[src/rtl/instr_fetch_unit.sv]
// Instruction fetch unit: owns the PC, keeps at most one word read in flight to
// instruction memory, and buffers responses in a small in-order FIFO whose head
// is presented downstream with a valid/ready handshake. A redirect reloads the
// PC, empties the FIFO and discards any response still in flight.
// Optional build macro: IFU_STALL_CNT_EN adds a saturating stall_count output
// that counts cycles with no instruction available.
module instr_fetch_unit #(
    parameter logic [31:0] RESET_PC   = 32'h0000_0000,
    parameter int unsigned FIFO_DEPTH = 2
) (
    input  logic        clk,
    input  logic        reset,
    output logic        imem_req,
    output logic [31:0] imem_addr,
    input  logic        imem_rvalid,
    input  logic [31:0] imem_rdata,
    input  logic        redirect_valid,
    input  logic [31:0] redirect_pc,
    output logic        inst_valid,
    input  logic        inst_ready,
    output logic [31:0] inst_out,
    output logic [31:0] inst_pc,
    output logic [6:0]  inst_opcode,
    output logic [2:0]  inst_funct3,
    output logic [6:0]  inst_funct7
`ifdef IFU_STALL_CNT_EN
    ,
    output logic [31:0] stall_count
`endif
);

    localparam int unsigned PTR_W = (FIFO_DEPTH > 1) ? $clog2(FIFO_DEPTH) : 1;
    localparam int unsigned CNT_W = $clog2(FIFO_DEPTH + 1);
    localparam logic [CNT_W-1:0] DEPTH_C  = CNT_W'(FIFO_DEPTH);
    localparam logic [31:0]      NOP_INST = 32'h0000_0013;
    localparam logic [31:0]      ALIGN_M  = 32'hFFFF_FFFC;

    typedef enum logic [1:0] {
        FETCH = 2'd0,
        WAIT  = 2'd1,
        DROP  = 2'd2
    } state_t;

    state_t           state_q;
    state_t           state_d;
    logic [31:0]      pc_q;
    logic [31:0]      req_pc_q;
    logic [31:0]      fifo_data_q [FIFO_DEPTH];
    logic [31:0]      fifo_pc_q   [FIFO_DEPTH];
    logic [PTR_W-1:0] rd_ptr_q;
    logic [PTR_W-1:0] wr_ptr_q;
    logic [CNT_W-1:0] count_q;
    logic             issue;
    logic             push;
    logic             pop;
    logic             fifo_nonempty;

    assign fifo_nonempty = (count_q != '0);

    // State register
    always_ff @(posedge clk or posedge reset) begin
        if (reset) begin
            state_q <= FETCH;
        end else begin
            state_q <= state_d;
        end
    end

    // Next state, request issue and response acceptance; redirect never lets a response in
    always_comb begin
        state_d  = state_q;
        imem_req = 1'b0;
        issue    = 1'b0;
        push     = 1'b0;
        case (state_q)
            FETCH: begin
                // A free slot is reserved at issue so a later push can never overflow
                if (!reset && !redirect_valid && (count_q < DEPTH_C)) begin
                    imem_req = 1'b1;
                    issue    = 1'b1;
                    state_d  = WAIT;
                end
            end
            WAIT: begin
                if (imem_rvalid) begin
                    push    = !redirect_valid;
                    state_d = FETCH;
                end else if (redirect_valid) begin
                    state_d = DROP;
                end
            end
            DROP: begin
                // The stale response retires the outstanding read whether or not a redirect coincides
                if (imem_rvalid) begin
                    state_d = FETCH;
                end
            end
            default: begin
                state_d = FETCH;
            end
        endcase
    end

    // Consumer handshake; a pop alongside a redirect is void because the FIFO is flushed
    assign pop = fifo_nonempty && inst_ready && !redirect_valid;

    // PC, request tag and FIFO bookkeeping
    always_ff @(posedge clk or posedge reset) begin
        if (reset) begin
            pc_q     <= RESET_PC & ALIGN_M;
            req_pc_q <= '0;
            rd_ptr_q <= '0;
            wr_ptr_q <= '0;
            count_q  <= '0;
        end else if (redirect_valid) begin
            pc_q     <= redirect_pc & ALIGN_M;
            rd_ptr_q <= '0;
            wr_ptr_q <= '0;
            count_q  <= '0;
        end else begin
            if (issue) begin
                req_pc_q <= pc_q;
                pc_q     <= pc_q + 32'd4;
            end
            if (push) begin
                wr_ptr_q <= wr_ptr_q + PTR_W'(1);
            end
            if (pop) begin
                rd_ptr_q <= rd_ptr_q + PTR_W'(1);
            end
            case ({push, pop})
                2'b10:   count_q <= count_q + CNT_W'(1);
                2'b01:   count_q <= count_q - CNT_W'(1);
                default: count_q <= count_q;
            endcase
        end
    end

    // FIFO storage; contents are only observed while counted valid, so no reset is needed
    always_ff @(posedge clk) begin
        if (push) begin
            fifo_data_q[wr_ptr_q] <= imem_rdata;
            fifo_pc_q[wr_ptr_q]   <= req_pc_q;
        end
    end

    assign imem_addr   = pc_q;
    assign inst_valid  = fifo_nonempty;
    assign inst_out    = fifo_nonempty ? fifo_data_q[rd_ptr_q] : NOP_INST;
    assign inst_pc     = fifo_nonempty ? fifo_pc_q[rd_ptr_q] : 32'h0000_0000;
    assign inst_opcode = inst_out[6:0];
    assign inst_funct3 = inst_out[14:12];
    assign inst_funct7 = inst_out[31:25];

`ifdef IFU_STALL_CNT_EN
    // Saturating count of cycles in which no instruction is offered downstream
    always_ff @(posedge clk or posedge reset) begin
        if (reset) begin
            stall_count <= '0;
        end else if (!fifo_nonempty && (stall_count != 32'hFFFF_FFFF)) begin
            stall_count <= stall_count + 32'd1;
        end
    end
`endif

endmodule

[config.mk]
export PLATFORM = sky130hd
export DESIGN_NAME = instr_fetch_unit
export DESIGN_NICKNAME = d
export VERILOG_FILES = /design/src/rtl/instr_fetch_unit.sv
export SDC_FILE = /design/constraint.sdc
export NUM_CORES = 1
export LEC_CHECK = 0
export ABC_AREA = 0
export CAP_MARGIN = 10
export CELL_PAD_IN_SITES_DETAIL_PLACEMENT = 2
export CELL_PAD_IN_SITES_GLOBAL_PLACEMENT = 2
export CORE_UTILIZATION = 33
export CTS_CLUSTER_DIAMETER = 120
export DETAILED_ROUTE_END_ITERATION = 7
export PLACE_DENSITY_LB_ADDON = 0.1
export SKIP_CTS_REPAIR_TIMING = 1
export SYNTH_ARGS = -nofsm -noshare
export SYNTH_HDL_FRONTEND = slang
export SYNTH_SLANG_ARGS = --single-unit
[constraint.sdc]
create_clock -name clk -period 6.1 [get_ports clk]
set_input_delay 0.61 -clock clk [delete_from_list [all_inputs] [get_ports clk]]
set_output_delay 0.61 -clock clk [all_outputs]
set_load 0.01 [all_outputs]
# Word level (Yosys, flattened, before mapping)
# Memories as Yosys holds them, arrays and structs flattened.
# Index checks and enable logic that the tools add are counted.
totals:
  n_memories: 2
  word_cells: 57
  ramBits: 128
  register_bits: 70
  output_inout_bits: 115
  input_bits: 69
classes:
  magnitude_cmp: 1
  reduce_logical: 14
  n_eq_ne: 7
  bitwise: 1
  n_mux: 21
  n_addsub: 5
mem_list:
  columns: ["name", "words", "width", "read_ports", "rd_clocked_by_memory_dff", "wr", "line", "rtl"]
  rows:
  - ["fifo_data_q", 2, 32, 1, 0, 1, "48", "logic [31:0] fifo_data_q [FIFO_DEPTH];"]
  - ["fifo_pc_q", 2, 32, 1, 0, 1, "49", "logic [31:0] fifo_pc_q [FIFO_DEPTH];"]
op_table:
  columns: ["cell", "count"]
  rows:
  - ["32-bit 2-to-1 mux", 4]
  - ["32-bit by 3-bit adder with 32-bit output (second input constant)", 1]
  - ["1-bit 2-to-1 mux", 10]
  - ["2-bit 2-to-1 mux", 5]
  - ["2-bit nonzero test", 4]
  - ["2-bit one-hot mux with 3 select lines", 1]
  - ["2-bit by 1-bit equality test with 1-bit output (second input constant)", 2]
  - ["2-bit equality test (second input constant)", 2]
  - ["1-bit logical AND", 4]
  - ["2-bit != test (second input constant)", 2]
  - ["2-bit one-hot mux with 2 select lines", 1]
  - ["3-bit != test (second input constant)", 1]
  - ["3-bit AND reduction", 1]
  - ["3-bit nonzero test", 1]
  - ["1-bit adder (second input constant)", 2]
  - ["2-bit by 1-bit adder with 2-bit output (second input constant)", 1]
  - ["1-bit zero test", 2]
  - ["2-bit zero test", 1]
  - ["2-bit less-than comparator (second input constant)", 1]
  - ["2-bit AND reduction", 1]
  - ["2-bit by 1-bit subtractor with 2-bit output (second input constant)", 1]
  - ["1-bit NOT", 1]

# Depth between registers and ports, before layout
depth:
  depth_word: 7
  ltp_mapped: 9
  ltp_nobuf: 6

# Worst setup path before layout
# Ideal clock, no wire load.
synth_timing:
  path_kind: "in2reg"
  startpoint: "input port redirect_valid"
  endpoint: "memory fifo_data_q[0][0] (enable)"
  required_time_ns: 5.539
  setup_time_ns: 0.561
  path_buffers: 0
  arrival_time_ns: 5.115
  stages: 2
  slack_ns: 0.424
  path_cell_list: "or2_1 nor3_1"
synth_between:
  elab_chain_len: 5
synth_lines:
  columns: ["item", "line", "rtl"]
  rows:
  - ["start, declared", "17", "input logic redirect_valid,"]
  - ["1-bit zero test", "86", "push = !redirect_valid;"]
  - ["1-bit 2-to-1 mux", "85", "if (imem_rvalid) begin"]
  - ["1-bit 2-to-1 mux", "75", "case (state_q)"]
  - ["1-bit 2-to-1 mux", "141", "if (push) begin"]
  - ["1-bit 2-to-1 mux (implied by the code)", "142", "fifo_data_q[wr_ptr_q] <= imem_rdata;"]
  - ["end, declared", "48", null]
# Every way passes these cells.

# Worst setup path after layout
layout_timing:
  startpoint: "input port redirect_valid"
  endpoint: "output port imem_req"
layout_between:
  elab_chain_len: 5
layout_lines:
  columns: ["item", "line", "rtl"]
  rows:
  - ["1-bit zero test", "78", "if (!reset && !redirect_valid && (count_q < DEPTH_C)) begin"]
  - ["1-bit logical AND (2 in series)", "78", null]
  - ["1-bit 2-to-1 mux", "78", null]
  - ["1-bit 2-to-1 mux", "75", null]
  - ["end, declared", "13", "output logic imem_req,"]
# Every way passes these cells.

==> flow_metrics.tcl <==
set metrics [dict create \
    outcome "complete, no violations" \
    synth_top_area_cell "edfxtp_1" \
    skew_ps 17.7 \
    placement.cell_area_um2 10000 \
    slew_viol_final 0 \
    synth_seq_cells 190 \
    nets 886 \
    die_h_um 158 \
    switching_share_pct 26.3 \
    track_usage_pct 18.4 \
    finalSetupViolCount 0 \
    hold_viol 0 \
    drt_iter0_drc 225 \
    area_growth_pct 31.1 \
    drv_cap 0 \
    core_area_um2 23800 \
    clk_latency_ps 440 \
    synthCells 661 \
    post-route-drc-count 0 \
    drive_gt1_share_pct 6.39 \
    place_congestion 0.761 \
    grt_antenna_before_repair 0 \
    vias 5650 \
    max-slew-margin-rel_pct 40.0 \
    cp_data_arrival_time_ps 3350 \
    synth_top_area_share_pct 46.1 \
    ys_top_cells_by_area "edfxtp_1 46%, dfrtp_1 20%, mux2i_1 7.8%, nand2_1 5.7%, nor2_1 3.6%" \
    ios 184 \
    syn_area_per_cell_um2 12.2 \
    synth-seq-area-share_pct 66.6 \
    critical_path_required_ps 5490 \
    fillers 2398 \
    ctsRootBufferMaster "clkbuf_16" \
    viasPerCell 4.92 \
    clock-sinks 190 \
    final.setup.tns_ps 0 \
    max_freq_mhz 253 \
    p_leak_nw 3.85 \
    wl_per_cell_um 19.5 \
    fin_crit_ps 3960 \
    multi_input_area_um2 2370 \
    slowest_delay_ps 570 \
    power_density_nw_per_um2 281 \
    worstSetupPathType "in -> out" \
    htree_levels 4 \
    routed_wl_mm 22.4 \
    r2r_cells 8 \
    path_cells "clkdlybuf4s50_1 -> buf_4 -> or2_1 -> or4_2 -> buf_4 -> inv_2 -> clkdlybuf4s50_1" \
    synth_edf_count 124 \
    grt_overflow 0 \
    slowest_stage "clkdlybuf4s50_1" \
    dieArea_um2 25100 \
    rrSetupSlack_ps 2970 \
    clk_pin_slew_ps 70 \
    syn_area_um2 8070 \
    die_x_um 158 \
    antenna_left 0 \
    hold_slack_ps 468 \
    total_power_w 0.00297 \
    yosysWarnings 0 \
    p_clk_share_pct 35.1 \
    finalWorstSetupSlack_ps 2140 \
    cts_tree "built" \
    internal_power_w 0.00219 \
    p_seq_share_pct 53.3 \
    num_rows 56 \
    grt_pass1_wl_mm 34.7 \
    drt_pre_antenna_iters 4 \
    diodes 0 \
    grt_max_degree 70 \
    r2r-start "state_q[1]" \
    rsz0062_at_grt "false" \
    async_flop_share_pct 34.7 \
    start_kind "input port" \
    worstHoldPathType "reg -> reg" \
    clockBufferDepth 2 \
    switchingPower_w 0.000782 \
    worst_pin_slew_ps 897 \
    period_share_pct 64.9 \
    ys_types 49 \
    r2r_end "imem_addr[21]" \
    initial_core_util_pct 34.0 \
    power_frac_comb_pct 11.6 \
    final_cell_area_um2 10600 \
    seq_area_um2 5380 \
    dominantRegCellSynth "edfxtp_1" \
    place_ws_ps 2030 \
    grt_pass1_vias 6211 \
    worstPathMaxFanout 69 \
    crit_path_start "redirect_valid" \
    crit_path_end_kind "primary output" \
    endpoint "imem_req" \
    ir_worst_vdd_mv 0.189 \
    hpwl_mm 15.2 \
    numCtsBuffers 17 \
    numPortBuffers 177 \
]
-- how the worst min path moves through the flow --
stage / start / to / cells past startpoint
floorplan: req_pc_q[26] / fifo_pc_q[0][26] / 0
global placement: req_pc_q[17] / fifo_pc_q[0][17] / 0
detailed placement: req_pc_q[9] / fifo_pc_q[1][9] / 0
CTS: req_pc_q[14] / fifo_pc_q[0][14] / 0
global route: req_pc_q[9] / fifo_pc_q[1][9] / 0
finish: req_pc_q[9] / fifo_pc_q[0][9] / 0
-- layout by cell type (no fill, tap or decap), drive strengths merged, types with 5 or more instances in the layout --
cell           count
clkbuf            19
o21ai             14
clkinv             5
and3               8
nand4              7
or4                6
nor3              10
nand2            122
buf               10
nand3             20
a21oi             11
o311ai             7
nor4               6
mux2i             63
a21o               7
edfxtp           124
nor2              78
o211ai             6
clkdlybuf4s50    177
dfrtp             66
inv               18
-- state kept, by name, indices dropped and copies added (netlist names) --
signal	flops
fifo_data_q	64
fifo_pc_q	60
imem_addr	30
req_pc_q	30
count_q	2
state_q	2
rd_ptr_q	1
wr_ptr_q	1
-- area by class of cell --
cell class / count / area share (%)
Sequential cell: 190 / 50.8
Timing Repair Buffer: 187 / 17.5
Multi-Input combinational cell: 409 / 22.4
Clock inverter: 13 / 0.993
Tap cell: 319 / 3.77
Clock buffer: 19 / 4.09
Inverter: 11 / 0.390
-- per-layer routing --
metal	GRT usage, %	up-vias	wire length [um]
met2	31.2	144	11000
met3	3.51	22	916
met1	24.0	2836	10200
met4	5.27	0	276
li1	-	2648	-
met5	0	-	0
-- Yosys cell counts, types with 6 or more instances --
library cell	number
dfrtp_1	66
and3_1	8
nand2_1	122
mux2i_1	63
nand3_1	20
o21ai_0	9
a21o_1	7
nor3_1	10
nand4_1	7
buf_4	25
edfxtp_1	124
nor2_1	78
clkbuf_1	19
or4_1	6
inv_1	10
o211ai_1	6
a21oi_1	11
-- metrics by stage --
step / util, % / std cells
3_3_place_gp: 42.3 / 1116
3_5_place_dp: 42.3 / 1116
4_1_cts: 44.5 / 1148
2_1_floorplan: - / 664
6_report: 44.5 / 1148
5_1_grt: 44.5 / 1148
-- cell families (layout without fill, tap and decap cells) --
logic type | after synthesis | count (layout) | share of synthesized area, %
simple gates | 268 | 268 | 14.5
flops | 190 | 190 | 66.6
compound gates | 68 | 68 | 5.94
mux | 65 | 65 | 8.09
buf+inv | 65 | 230 | 4.36
xor+xnor | 3 | 3 | 0.326
fa+ha+maj | 1 | 1 | 0.155
other cells | 1 | 4 | 0.0465
-- worst max-delay path: cells and delay by family --
family | cells | cell delay, ps
and+or+nand+nor | 2 | 880
buffers and inverters | 5 | 1800
-- power by group through the flow --
stage               combinational (W)  sequential [W]  clock, W
finish                       0.000344         0.00158   0.00104
global route                 0.000379         0.00160   0.00112
CTS                          0.000353         0.00158   0.00108
detailed placement           0.000349         0.00161         0
global placement             0.000335         0.00160         0
floorplan                    0.000174         0.00158         0
Power figures use the tool's default switching activity.
